`src/rtl/ebi_mem_bridge.sv`:
```
// EBI-to-RAM bridge: turns each EBI read/write cycle into one single-cycle RAM access.
// Optional EBI_BRIDGE_STATS_EN adds saturating write/read access counters.
//
// state    | meaning
// IDLE     | waiting for a re/we rising edge
// WR       | ram_we_o strobe cycle
// RD_WAIT  | ram_re_o issued, counting down RAM read latency
// RD_HOLD  | read data driven onto EBI until re_i drops
// WAIT_LOW | access done (or error), waiting for the EBI cycle to end
module ebi_mem_bridge #(
    parameter int AW     = 22,
    parameter int DW     = 32,
    parameter int RD_LAT = 1
) (
    input  logic          clk,
    input  logic          rst_n,
    input  logic          re_i,
    input  logic          we_i,
    input  logic [AW-1:0] addr_i,
    input  logic [DW-1:0] wdata_i,
    input  logic [3:0]    be_n_i,
    output logic [AW-1:0] ram_addr_o,
    output logic [DW-1:0] ram_wdata_o,
    output logic [3:0]    ram_be_o,
    output logic          ram_we_o,
    output logic          ram_re_o,
    input  logic [DW-1:0] ram_rdata_i,
    output logic [DW-1:0] rdata_o,
    output logic          rdata_oe_o,
    output logic          busy_o,
    output logic          err_o
`ifdef EBI_BRIDGE_STATS_EN
    ,
    output logic [15:0]   wr_cnt_o,
    output logic [15:0]   rd_cnt_o
`endif
);

    localparam int CW = 3;

    typedef enum logic [2:0] {
        IDLE,
        WR,
        RD_WAIT,
        RD_HOLD,
        WAIT_LOW
    } state_t;

    state_t        state_q, state_d;
    logic          re_q, we_q;
    logic          re_rise, we_rise;
    logic [CW-1:0] cnt_q;
    logic          rd_drop_q;
    logic          cap_wr, cap_rd, set_err, sample, oe_set, oe_clr, cnt_dec;

    assign re_rise = re_i & ~re_q;
    assign we_rise = we_i & ~we_q;
    assign busy_o  = (state_q != IDLE);

    always_comb begin
        state_d = state_q;
        cap_wr  = 1'b0;
        cap_rd  = 1'b0;
        set_err = 1'b0;
        sample  = 1'b0;
        oe_set  = 1'b0;
        oe_clr  = 1'b0;
        cnt_dec = 1'b0;
        case (state_q)
            IDLE: begin
                if (re_rise && we_rise) begin
                    set_err = 1'b1;
                    state_d = WAIT_LOW;
                end else if (we_rise) begin
                    cap_wr  = 1'b1;
                    state_d = WR;
                end else if (re_rise) begin
                    cap_rd  = 1'b1;
                    state_d = RD_WAIT;
                end
            end
            WR: state_d = WAIT_LOW;
            RD_WAIT: begin
                if (cnt_q == '0) begin
                    sample = 1'b1;
                    // An EBI cycle that already ended gets its data latched but never driven.
                    if (re_i && !rd_drop_q) begin
                        oe_set  = 1'b1;
                        state_d = RD_HOLD;
                    end else begin
                        state_d = IDLE;
                    end
                end else begin
                    cnt_dec = 1'b1;
                end
            end
            RD_HOLD: begin
                if (!re_i) begin
                    oe_clr  = 1'b1;
                    state_d = IDLE;
                end
            end
            WAIT_LOW: begin
                if (!re_i && !we_i) state_d = IDLE;
            end
            default: state_d = IDLE;
        endcase
    end

    always_ff @(posedge clk or negedge rst_n) begin
        if (!rst_n) begin
            state_q     <= IDLE;
            re_q        <= 1'b0;
            we_q        <= 1'b0;
            cnt_q       <= '0;
            rd_drop_q   <= 1'b0;
            ram_addr_o  <= '0;
            ram_wdata_o <= '0;
            ram_be_o    <= '0;
            ram_we_o    <= 1'b0;
            ram_re_o    <= 1'b0;
            rdata_o     <= '0;
            rdata_oe_o  <= 1'b0;
            err_o       <= 1'b0;
        end else begin
            state_q  <= state_d;
            re_q     <= re_i;
            we_q     <= we_i;
            ram_we_o <= cap_wr;
            ram_re_o <= cap_rd;
            err_o    <= set_err;
            if (cap_wr) begin
                ram_addr_o  <= addr_i;
                ram_wdata_o <= wdata_i;
                ram_be_o    <= ~be_n_i;
            end
            if (cap_rd) begin
                ram_addr_o <= addr_i;
                cnt_q      <= CW'(RD_LAT);
                rd_drop_q  <= 1'b0;
            end else begin
                if (cnt_dec) cnt_q <= cnt_q - 3'd1;
                if (state_q == RD_WAIT && !re_i) rd_drop_q <= 1'b1;
            end
            if (sample) rdata_o <= ram_rdata_i;
            if (oe_set) rdata_oe_o <= 1'b1;
            else if (oe_clr) rdata_oe_o <= 1'b0;
        end
    end

`ifdef EBI_BRIDGE_STATS_EN
    always_ff @(posedge clk or negedge rst_n) begin
        if (!rst_n) begin
            wr_cnt_o <= '0;
            rd_cnt_o <= '0;
        end else begin
            if (ram_we_o && wr_cnt_o != 16'hFFFF) wr_cnt_o <= wr_cnt_o + 16'd1;
            if (sample && rd_cnt_o != 16'hFFFF) rd_cnt_o <= rd_cnt_o + 16'd1;
        end
    end
`endif

endmodule
```
`config.mk`:
```
export PLATFORM = sky130hd
export DESIGN_NAME = ebi_mem_bridge
export DESIGN_NICKNAME = d
export VERILOG_FILES = /design/src/rtl/ebi_mem_bridge.sv
export SDC_FILE = /design/constraint.sdc
export NUM_CORES = 1
export LEC_CHECK = 0
export CAP_MARGIN = 20
export CORE_UTILIZATION = 35
export CTS_CLUSTER_DIAMETER = 50
export CTS_CLUSTER_SIZE = 40
export DETAILED_ROUTE_END_ITERATION = 12
export GPL_TIMING_DRIVEN = 0
export HOLD_SLACK_MARGIN = 0.06
export PLACE_DENSITY = 0.7
export SETUP_SLACK_MARGIN = 0.05
export SLEW_MARGIN = 15
export SYNTH_ARGS = -nofsm -noshare
export SYNTH_HDL_FRONTEND = slang
export SYNTH_SLANG_ARGS = --single-unit
```
`constraint.sdc`:
```
create_clock -name clk -period 3.46 [get_ports clk]
set_clock_uncertainty 0.15 [all_clocks]
set_input_delay 0.346 -clock clk [delete_from_list [all_inputs] [get_ports clk]]
set_output_delay 0.346 -clock clk [all_outputs]
set_load 0.01 [all_outputs]
```
# After elaboration in Yosys (flattened, before gate mapping)

Cells that the tools add are included.

Register bits: 103
Bits in latches: 0
Memory bits (writable): 0
Memory bits (read-only): 0
Bits of input ports: 94
Output and inout bits: 95
Logic and storage cells: 76
Memories kept: 0

$add $sub $neg: 1
Multipliers: 0
Div/mod/pow operators: 0
Order comparisons: 0
Eq/ne operators: 8
Shifts and indexed selects: 0
Mux-type cells: 34
Bitwise operators: 5
Reduce and logical (&&, ||, !) cells: 15

Operators with widths:

| operator            | count |
|---|---|
| $mux 22             | 2 |
| $mux 3              | 8 |
| $mux 1              | 22 |
| $pmux 3 s5          | 1 |
| $reduce_bool 2->1   | 4 |
| $eq 3x2->1 const B  | 2 |
| $logic_not 3->1     | 2 |
| $ne 2x2->1 const B  | 3 |
| $logic_and 1x1->1   | 4 |
| $ne 4x4->1 const B  | 1 |
| $not 4->4           | 1 |
| $reduce_and 4->1    | 1 |
| $eq 3x1->1 const B  | 1 |
| $eq 3x3->1 const B  | 1 |
| $logic_not 1->1     | 3 |
| $reduce_bool 3->1   | 1 |
| $sub 3x1->3 const B | 1 |
| $and 1x1->1         | 2 |
| $mux 2              | 1 |
| $not 1->1           | 2 |

# Logic depth before layout (Yosys ltp)

Gate-level depths: netlist of the first run.

Word-level depth: 7
Depth in mapped cells: 8
Depth with buffers taken out: 7

# Least setup slack after synthesis of the first run

No wires, ideal clock.

Path kind: register -> register
Start point: register cnt_q[0]
End point: register rdata_o[0]
Library setup time: 0.125 ns
Data arrival time: 1.627 ns
Required time: 3.185 ns
Setup slack: 1.558 ns
Stages on the path, launching flop included: 8
Buffers on the path: 2
Clock period less this slack: 1.902 ns
Cells stage by stage: dfrtp_1 > inv_1 > ha_1 > ha_1 > and3_1 > clkbuf_1 > buf_2 > mux2_2

Longest elaborated chain between the ends: 3

RTL lines:

| what                   | line | source |
|---|---|---|
| start, declared        | 52   | `logic [CW-1:0] cnt_q;` |
| start signal, assigned | 139  | `cnt_q <= CW'(RD_LAT);` |
| start signal, assigned | 142  | `if (cnt_dec) cnt_q <= cnt_q - 3'd1;` |
| $logic_not 3->1        | 84   | `if (cnt_q == '0) begin` |
| $mux 1                 | 84   |  |
| $mux 1                 | 69   | `case (state_q)` |
| end signal, assigned   | 145  | `if (sample) rdata_o <= ram_rdata_i;` |
| end, declared          | 28   | `output logic [DW-1:0] rdata_o,` |

Every way passes these cells.
A chain may end at the register's enable or synchronous reset.

# Worst setup path after layout of the first run

Start point: register state_q[1]
End point: output busy_o

Longest elaborated chain between the ends: 1

RTL lines:

| what                   | line | source |
|---|---|---|
| start, declared        | 49   | `state_t state_q, state_d;` |
| start signal, assigned | 126  | `state_q <= state_d;` |
| $reduce_bool 3->1      | 58   | `assign busy_o = (state_q != IDLE);` |
| end, declared          | 30   | `output logic busy_o,` |

Every way passes these cells.

==> flow_summary_export.csv, run 1 <==
group,metric,value,unit
run_status,status,"finished, final reports clean",
cells_and_area,antennaDiodeCount,0,
critical_path,critPathLaunchType,"flop",
sta,max_freq,0.461,GHz
power_and_ir_drop,pwr-share-comb,45.2,%
grt,grt_max_degree,79,
cells_and_area,fillCellCount,943,
sta,rsz0062_at_grt,"no",
synth,syn_area_per_cell,12.2,µm²
cells_and_area,nets,624,
floorplanning,num_io_pins,189,
grt,grt_pass1_wl,15.6,mm
clock_network,cts_setup_buffers,0,
sta,setup_viol,0,
placed_design,placed_area,6090,µm²
synth,ys_ff_latch,103,
power_and_ir_drop,ir_drop,0.370,mV
critical_path,critPathKind,"flop to output pin",
cells_and_area,most-common-layout-cells,"187 x clkdlybuf4s50_1, 103 x dfrtp_1, 102 x nand2_1, 54 x mux2_2, 11 x buf_2",
floorplanning,die_w,109,µm
power_and_ir_drop,switching_share,30.3,%
power_and_ir_drop,switching_power,1.75,mW
clock_network,clk_path_buf_depth,2,
cells_and_area,area_growth_syn_to_layout,60.2,%
sta,report.final.slew_viol_count,0,
sta,finalCritPeriodShare,62.7,%
power_and_ir_drop,leakagePower,2.85,nW
synth,yosysWarnings,0,
grt,overflow,0,
clock_network,cts_buffers,9,
sta,tns,0,ns
sta,period_minus_slack,2.17,ns
clock_network,cts_tree,"yes",
floorplanning,die_area,11900,µm²
clock_network,htreeDepth,3,
power_and_ir_drop,clockPowerShare,18.4,%
detailed_routing,drt_pass1_iterations,4,
grt,grt_usage,17.1,%
detailed_routing,post_drt_wl_per_cell,14.5,µm
clock_network,clkLatencyLatePin,0.33,ns
critical_path,critPathArrivalTime,1.67,ns
grt,grt_pass1_vias,3243,
critical_path,cp_max_fo,10,
power_and_ir_drop,total_power,5.76,mW
detailed_routing,ant_nets,0,
run,drv_cap,0,
cells_and_area,layout_commonest_cell,"clkdlybuf4s50_1",
power_and_ir_drop,intPower,4.01,mW
placed_design,globalplace.congestion,0.816,
placed_design,io_buffers,188,
sta,final_hold_viol_count,0,
cells_and_area,stdcell_area,6410,µm²
synth,ys_types,32,
cells_and_area,drive_gt1_share,16.5,%
sta,slew_headroom,70.9,%
detailed_routing,detail_route.drc_violations,0,
placed_design,dp_hpwl,7.28,mm
critical_path,critPathRequiredTime,2.96,ns
grt,antenna_found_initial,0,
floorplanning,core_area,11000,µm²
clock_network,clk_pin_slew,0.06,ns
synth,mappedNetlistNets,423,
clock_network,cts_sinks,103,
synth,syn_area,4010,µm²
synth,ys_seq_area_share,64.4,%
clock_network,clockRootBuffer,"clkbuf_16",
detailed_routing,vias,3109,
detailed_routing,drt-initial-drc-count,124,
floorplanning,fp.dieH,109,µm
synth,syn_inst,327,
power_and_ir_drop,p_seq_share,36.3,%
critical_path,endpoint_kind,"output pin",
detailed_routing,wl,9.75,mm
floorplanning,start_util,36.5,%
sta,hold_ws,0.303,ns
sta,tightest_slew,0.432,ns
floorplanning,rows,38,
detailed_routing,viasPerCell,4.63,
worst_hold_path,hold_class,"input port to asynchronous set/reset pin",
power_and_ir_drop,power_density,897,nW/µm²
==> worst paths after layout <==
kind                                             from                    endpoint  depth (start not counted)  slack [ns]
setup / recovery               state_q[1]$_DFFE_PN0P_                      busy_o                          3        1.29
hold / removal                                  rst_n     rdata_o[27]$_DFFE_PN0P_                          2        0.30
setup reg to reg                 cnt_q[0]$_DFFE_PN0P_     rdata_o[22]$_DFFE_PN0P_                          7        1.31
hold reg to reg            ram_wdata_o[6]$_DFFE_PN0P_  ram_wdata_o[6]$_DFFE_PN0P_                          2        0.32
max in group asynchronous                       rst_n  ram_wdata_o[1]$_DFFE_PN0P_                          3        2.21
min in group clk           ram_wdata_o[6]$_DFFE_PN0P_  ram_wdata_o[6]$_DFFE_PN0P_                          2        0.32
==> cells in the mapped netlist, drive strengths merged <==
master / number / share of area [%]
a21oi: 3 / 0.37
or4: 1 / 0.19
nand3: 1 / 0.12
nand2b: 2 / 0.31
nand2: 102 / 9.6
nand4b: 1 / 0.22
nor2: 6 / 0.56
buf: 16 / 2.8
or4b: 1 / 0.25
nor2b: 2 / 0.31
mux2: 54 / 15
nand3b: 1 / 0.19
and3: 1 / 0.16
inv: 5 / 0.47
a31oi: 1 / 0.16
nor4: 1 / 0.16
a211oi: 3 / 0.56
xnor2: 2 / 0.44
clkbuf: 1 / 0.094
clkinv: 1 / 0.22
ha: 2 / 0.62
or3: 3 / 0.59
dfrtp: 103 / 64
o211ai: 1 / 0.19
o41a: 1 / 0.28
o21ai: 9 / 1.1
o41ai: 1 / 0.22
o31ai: 1 / 0.19
nor3: 1 / 0.12
==> logic make-up after synthesis <==
kind of cell / share of synthesized area, %
xor gates and xnor gates: 0.437
AOI/OAI and AO/OA: 3.09
buffers and inverters: 3.56
and+or+nand+nor: 12.7
DFF: 64.4
adders and majority gates: 0.625
muxes: 15.2
==> per-layer routing <==
layer / GRT usage, % / vias to the layer above / part of all wire [%]
li1: - / 1479 / -
met1: 20.6 / 1517 / 41
met2: 29.7 / 100 / 51
met3: 3.59 / 13 / 5.7
met4: 7.14 / 0 / 1.7
met5: 0 / - / 0
==> state kept, by name (all words and copies together) (netlist names) <==
signal	flops
rdata_o	32
re_q	1
rdata_oe_o	1
cnt_q	3
ram_re_o	1
we_q	1
err_o	1
ram_be_o	4
ram_wdata_o	32
rd_drop_q	1
state_q	3
ram_addr_o	22
ram_we_o	1
==> power groups by stage <==
stage          Sequential [mW]  Clock [mW]  Combinational (mW)
3_5_place_dp              2.11           0                2.64
6_report                  2.09        1.06                2.60
3_3_place_gp              2.08           0                2.58
4_1_cts                   2.10        1.09                2.65
5_1_grt                   2.16        1.14                2.83
2_1_floorplan             2.35           0               0.891
==> layout make-up <==
type	count	area [µm²]	share of cell area, %
Buffer	17	115	1.79
Multi-Input combinational cell	201	1280	20.0
Clock inverter	3	67.6	1.05
Inverter	6	27.5	0.429
Timing Repair Buffer	190	1920	29.9
Tap cell	140	175	2.73
Sequential cell	103	2580	40.2
Clock buffer	12	246	3.84
==> critical path: stages, from the launching register on <==
cell	delay, ns
dfrtp_1	0.37
buf_6	0.13
or3_4	0.34
clkdlybuf4s50_1	0.50
==> what timing repair did <==
item	in CTS	in global routing
hold buffers	1	0
gates resized for setup	0	0
hold endpoints to repair	25	0
==> stage by stage <==
step                util, %  cells  worst slack, ns
detailed placement     55.5    656             1.02
floorplan                 -    327             1.56
global placement       55.2    655            -2.05
CTS                    58.4    672             1.26
global route           58.4    672             1.15
finish                 58.4    672             1.29
(Power assumes the default switching activity.)
==> inputs of run 2 (changes only) <==
- clock period: 3.46 -> 2 ns (I/O delays scaled with it)
==> run 2 against run 1 <==
  * Worst hold slack got worse by 0.18 ns
  * Core utilization rose by 1.0 points
  * Cell area rose by 1.8%
  * Setup slack got worse by 1.2 ns
  * Clock power rose by 75%
  * Combinational power rose by 77%
  * Via count fell by 0.48%
  * Sequential share of layout area fell by 0.70 points
  * Largest cell class unchanged
==> flow_summary_export.csv, run 2 (synthesized netlist as in run 1, its figures left out) <==
group,metric,value,unit
clock_network,cts_setup_buffers,0,
grt,overflow,0,
critical_path,critPathRequiredTime,2.12,ns
floorplanning,start_util,36.5,%
critical_path,cp_max_fo,10,
cells_and_area,area_growth_syn_to_layout,63.0,%
cells_and_area,drive_gt1_share,17.3,%
cells_and_area,layout_commonest_cell,"clkdlybuf4s50_1",
clock_network,clk_path_buf_depth,2,
detailed_routing,post_drt_wl_per_cell,14.7,µm
sta,slew_headroom,72.8,%
placed_design,io_buffers,188,
detailed_routing,drt_pass1_iterations,4,
floorplanning,core_area,11000,µm²
clock_network,cts_buffers,9,
cells_and_area,nets,625,
sta,rsz0062_at_grt,"no",
sta,report.final.slew_viol_count,0,
sta,period_minus_slack,1.87,ns
critical_path,critPathLaunchType,"flop",
sta,max_freq,0.535,GHz
cells_and_area,top_regs,"ram_wdata_o (32), rdata_o (32), ram_addr_o (22)",
placed_design,globalplace.congestion,0.816,
power_and_ir_drop,power_density,1540,nW/µm²
cells_and_area,antennaDiodeCount,0,
run_status,status,"finished, final reports clean",
critical_path,critPathArrivalTime,1.99,ns
sta,fin_ws,0.130,ns
placed_design,dp_hpwl,7.28,mm
power_and_ir_drop,leakagePower,2.90,nW
cells_and_area,stdcell_area,6530,µm²
grt,grt_max_degree,79,
run,drv_cap,0,
grt,antenna_found_initial,0,
sta,tightest_slew,0.404,ns
cells_and_area,most-common-layout-cells,"185 x clkdlybuf4s50_1, 103 x dfrtp_1, 102 x nand2_1, 54 x mux2_2",
floorplanning,die_area,11900,µm²
grt,grt_pass1_vias,3243,
clock_network,cts_sinks,103,
detailed_routing,vias,3094,
grt,grt_usage,17.2,%
clock_network,cts_tree,"yes",
detailed_routing,wl,9.87,mm
grt,grt_pass1_wl,15.6,mm
detailed_routing,viasPerCell,4.60,
critical_path,critPathKind,"flop to flop",
floorplanning,rows,38,
worst_hold_path,hold_class,"input port to flop",
sta,finalCritPeriodShare,93.5,%
detailed_routing,ant_nets,0,
placed_design,place_ws,-0.297,ns
power_and_ir_drop,ir_drop,0.640,mV
sta,final_hold_viol_count,0,
detailed_routing,detail_route.drc_violations,0,
clock_network,htreeDepth,3,
placed_design,placed_area,6090,µm²
floorplanning,num_io_pins,189,
power_and_ir_drop,total_power,10.1,mW
floorplanning,fp.dieH,109,µm
clock_network,clkLatencyLatePin,0.33,ns
cells_and_area,fin_util,59.4,%
critical_path,endpoint_kind,"flop",
detailed_routing,drt-initial-drc-count,133,
floorplanning,die_w,109,µm
clock_network,clockRootBuffer,"clkbuf_16",
clock_network,clk_pin_slew,0.06,ns
sta,setup_viol,0,
run 2: critical path: stages (launching register included):
cell and delay (ns):
dfrtp_1 0.37, buf_6 0.13, or3_4 0.33, or3_1 0.33, buf_6 0.16, clkinv_8 0.08
buf_8 0.12, nand2_1 0.07, nand2_1 0.06
run 2: path summary, 6_finish.rpt:
check	slack (ns)	to	from	depth (start not counted)
min	0.12	rdata_oe_o$_DFFE_PN0P_	re_i	3
min in group asynchronous	0.17	rdata_o[27]$_DFFE_PN0P_	rst_n	2
min reg2reg	0.32	ram_wdata_o[6]$_DFFE_PN0P_	ram_wdata_o[6]$_DFFE_PN0P_	2
max in group asynchronous	0.87	ram_wdata_o[1]$_DFFE_PN0P_	rst_n	3
max	0.13	ram_wdata_o[29]$_DFFE_PN0P_	state_q[1]$_DFFE_PN0P_	8
max reg2reg	0.13	ram_wdata_o[29]$_DFFE_PN0P_	state_q[1]$_DFFE_PN0P_	8
run 2: timing repair:
item | CTS | global route
hold endpoints to repair | 103 | 1
hold buffers | 1 | 1
gates resized for setup | 12 | 16
endpoints found under the setup margin | 69 | 81
pin swaps | 0 | 1
gates cloned | 0 | 1
run 2: layer usage:
metal	wire length, µm	track usage, %	up-vias
li1	-	-	1481
met1	3980	20.6	1507
met2	5170	29.9	93
met3	552	3.59	13
met4	166	7.14	0
met5	0	0	-
run 2: cell type report:
class | instances | area, µm²
fillers | 931 | 4450
clock inverters | 3 | 67.6
inverters | 6 | 35.0
plain buffers | 16 | 171
multi-input cells | 201 | 1300
clock buffers | 12 | 246
repair buffers | 192 | 1960
well taps | 140 | 175
flip-flops and latches | 103 | 2580
run 2: per-stage QoR:
step / TNS (ns) / hold WS (ns) / instances
floorplan: 0 / -0.246 / 327
global placement: -356.82 / 0.307 / 655
detailed placement: -12.29 / -0.0672 / 656
CTS: 0 / 0.141 / 671
global route: 0 / 0.164 / 673
finish: 0 / 0.124 / 673
run 2: report_power, final:
part	switching, mW	leakage, nW	internal, mW
Combinational	1.82	1.49	2.78
Clock	0.720	0.149	1.13
Sequential	0.516	1.26	3.11
==> inputs of run 3 (changes only) <==
- DONT_BUFFER_PORTS: unset -> 1
- PLACE_DENSITY: 0.7 -> unset
==> run 3 against run 2 <==
  * The run now ends with hold timing left
  * Fmax is 4.6% lower
  * Count of clock-buffer cells in the layout is 3 lower
  * Cell count is 13% lower
  * Die area stayed put
  * Largest cell class unchanged
  * Largest power group is now sequential cells
==> flow_summary_export.csv, run 3 (synthesized netlist as in run 1, its figures left out) <==
group,metric,value,unit
placed_design,dp_hpwl,5.51,mm
run,drv_cap,0,
floorplanning,die_w,109,µm
sta,rsz0062_at_grt,"yes",
power_and_ir_drop,total_power,8.35,mW
detailed_routing,ant_nets,0,
sta,max_freq,0.510,GHz
grt,grt_max_degree,104,
placed_design,place_inst,467,
grt,antenna_found_initial,0,
clock_network,clkLatencyLatePin,0.33,ns
cells_and_area,fin_util,51.2,%
cells_and_area,antennaDiodeCount,0,
cells_and_area,stdcell_area,5620,µm²
critical_path,cp_max_fo,7,
critical_path,critPathRequiredTime,2.12,ns
grt,grt_usage,15.7,%
grt,overflow,0,
sta,setup_viol,0,
cells_and_area,layout_commonest_cell,"dfrtp_1",
floorplanning,die_area,11900,µm²
worst_hold_path,hold_class,"input port to asynchronous set/reset pin",
detailed_routing,wl,9.45,mm
power_and_ir_drop,leakagePower,2.58,nW
power_and_ir_drop,power_density,1490,nW/µm²
sta,finalCritPeriodShare,98.0,%
run_status,violations,"hold timing",
critical_path,critPathArrivalTime,2.08,ns
floorplanning,fp.dieH,109,µm
floorplanning,core_area,11000,µm²
placed_design,io_buffers,0,
cells_and_area,top_regs,"ram_wdata_o (32), rdata_o (32), ram_addr_o (22)",
detailed_routing,drt_pass1_iterations,4,
sta,period_minus_slack,1.96,ns
floorplanning,rows,38,
sta,tightest_slew,0.393,ns
sta,final_hold_viol_count,103,
clock_network,cts_buffers,9,
detailed_routing,detail_route.drc_violations,0,
cells_and_area,area_growth_syn_to_layout,40.4,%
critical_path,critPathLaunchType,"flop",
floorplanning,num_io_pins,189,
critical_path,critPathKind,"flop to flop",
cells_and_area,nets,534,
sta,hold_ws,-0.601,ns
sta,report.final.slew_viol_count,0,
run_status,status,"finished, violations left",
clock_network,htreeDepth,3,
clock_network,cts_tree,"yes",
sta,slew_headroom,73.7,%
detailed_routing,vias,2808,
floorplanning,start_util,36.5,%
cells_and_area,layout.cells.non_filler,583,
clock_network,clockRootBuffer,"clkbuf_16",
detailed_routing,viasPerCell,4.82,
placed_design,globalplace.congestion,0.783,
clock_network,clk_path_buf_depth,2,
grt,grt_pass1_vias,2976,
clock_network,clk_pin_slew,0.07,ns
cells_and_area,most-common-layout-cells,"103 x dfrtp_1, 93 x nand2_1, 92 x dlygate4sd3_1, 54 x mux2_2, 10 x clkbuf_16",
critical_path,endpoint_kind,"flop",
power_and_ir_drop,ir_drop,0.582,mV
cells_and_area,drive_gt1_share,24.8,%
grt,grt_pass1_wl,14.1,mm
clock_network,cts_sinks,103,
detailed_routing,drt-initial-drc-count,92,
placed_design,placed_area,4180,µm²
detailed_routing,post_drt_wl_per_cell,16.2,µm
clock_network,hold_buffers,92,
-- run 3: cell types whose count changed in the layout (fill, tap and decap cells not counted), sizes merged --
cell,change
clkdlybuf4s50,-185
dlygate4sd3,+90
buf,+5
clkbuf,-2
clkinv,+2
inv,+2
dlygate4sd2,-1
dlymetal6s2s,-1
-- run 3: layer usage --
layer / part of all wire [%] / global-route usage, % / wire length (µm)
met5: 0 / 0 / 0
met4: 2.2 / 8.20 / 204
met3: 5.7 / 3.35 / 542
met2: 53 / 28.7 / 4980
met1: 39 / 17.0 / 3730
-- run 3: power breakdown --
group	total (mW)	switching (mW)	internal, mW
Sequential	4.29	1.18	3.11
Clock	1.91	0.793	1.11
Combinational	2.16	0.947	1.21
Total	8.35	2.92	5.44
-- run 3: stage by stage --
stage	setup TNS, ns	setup WS (ns)	hold WS [ns]
4_1_cts	0	0.0378	-0.615
2_1_floorplan	0	0.0979	-0.246
5_1_grt	0	0.00296	-0.621
3_3_place_gp	-3.45	-0.0983	-0.244
3_5_place_dp	-3.98	-0.128	-0.244
6_report	0	0.0401	-0.601
-- run 3: cell type report --
cell class | instances | area (µm²)
buffer | 14 | 145
clock buffer | 9 | 225
clock inverter | 7 | 105
fill | 908 | 5360
inverter | 6 | 35.0
multi-input combinational | 201 | 1320
sequential | 103 | 2580
tap | 140 | 175
timing repair buffer | 103 | 1040
-- run 3: path summary, 6_finish.rpt --
check                                       start                           to  slack, ns  depth (start not counted)
setup / recovery           state_q[1]$_DFFE_PN0P_  ram_wdata_o[25]$_DFFE_PN0P_       0.04                          8
hold / removal                              rst_n      rdata_o[26]$_DFFE_PN0P_      -0.60                          0
setup reg to reg           state_q[1]$_DFFE_PN0P_  ram_wdata_o[25]$_DFFE_PN0P_       0.04                          8
hold reg to reg              cnt_q[1]$_DFFE_PN0P_         cnt_q[1]$_DFFE_PN0P_       0.37                          2
max in group asynchronous                   rst_n  ram_wdata_o[19]$_DFFE_PN0P_       2.14                          0
min in group clk                             we_i         cnt_q[0]$_DFFE_PN0P_       0.08                          2
-- run 3: critical path, stage by stage, from the launching register on --
cell and delay, ns:
dfrtp_1 0.39, or3_4 0.41, or3_1 0.37, buf_6 0.17
clkinv_8 0.08, buf_8 0.10, buf_12 0.10, nand2_1 0.06
nand2_1 0.06
-- run 3: timing repair --
action	4_1_cts	5_1_grt
gates resized for setup	17	21
pin swaps	0	10
buffers inserted	1	7
cloned	2	1
hold endpoints to repair	201	103
endpoints found under the setup margin	67	85
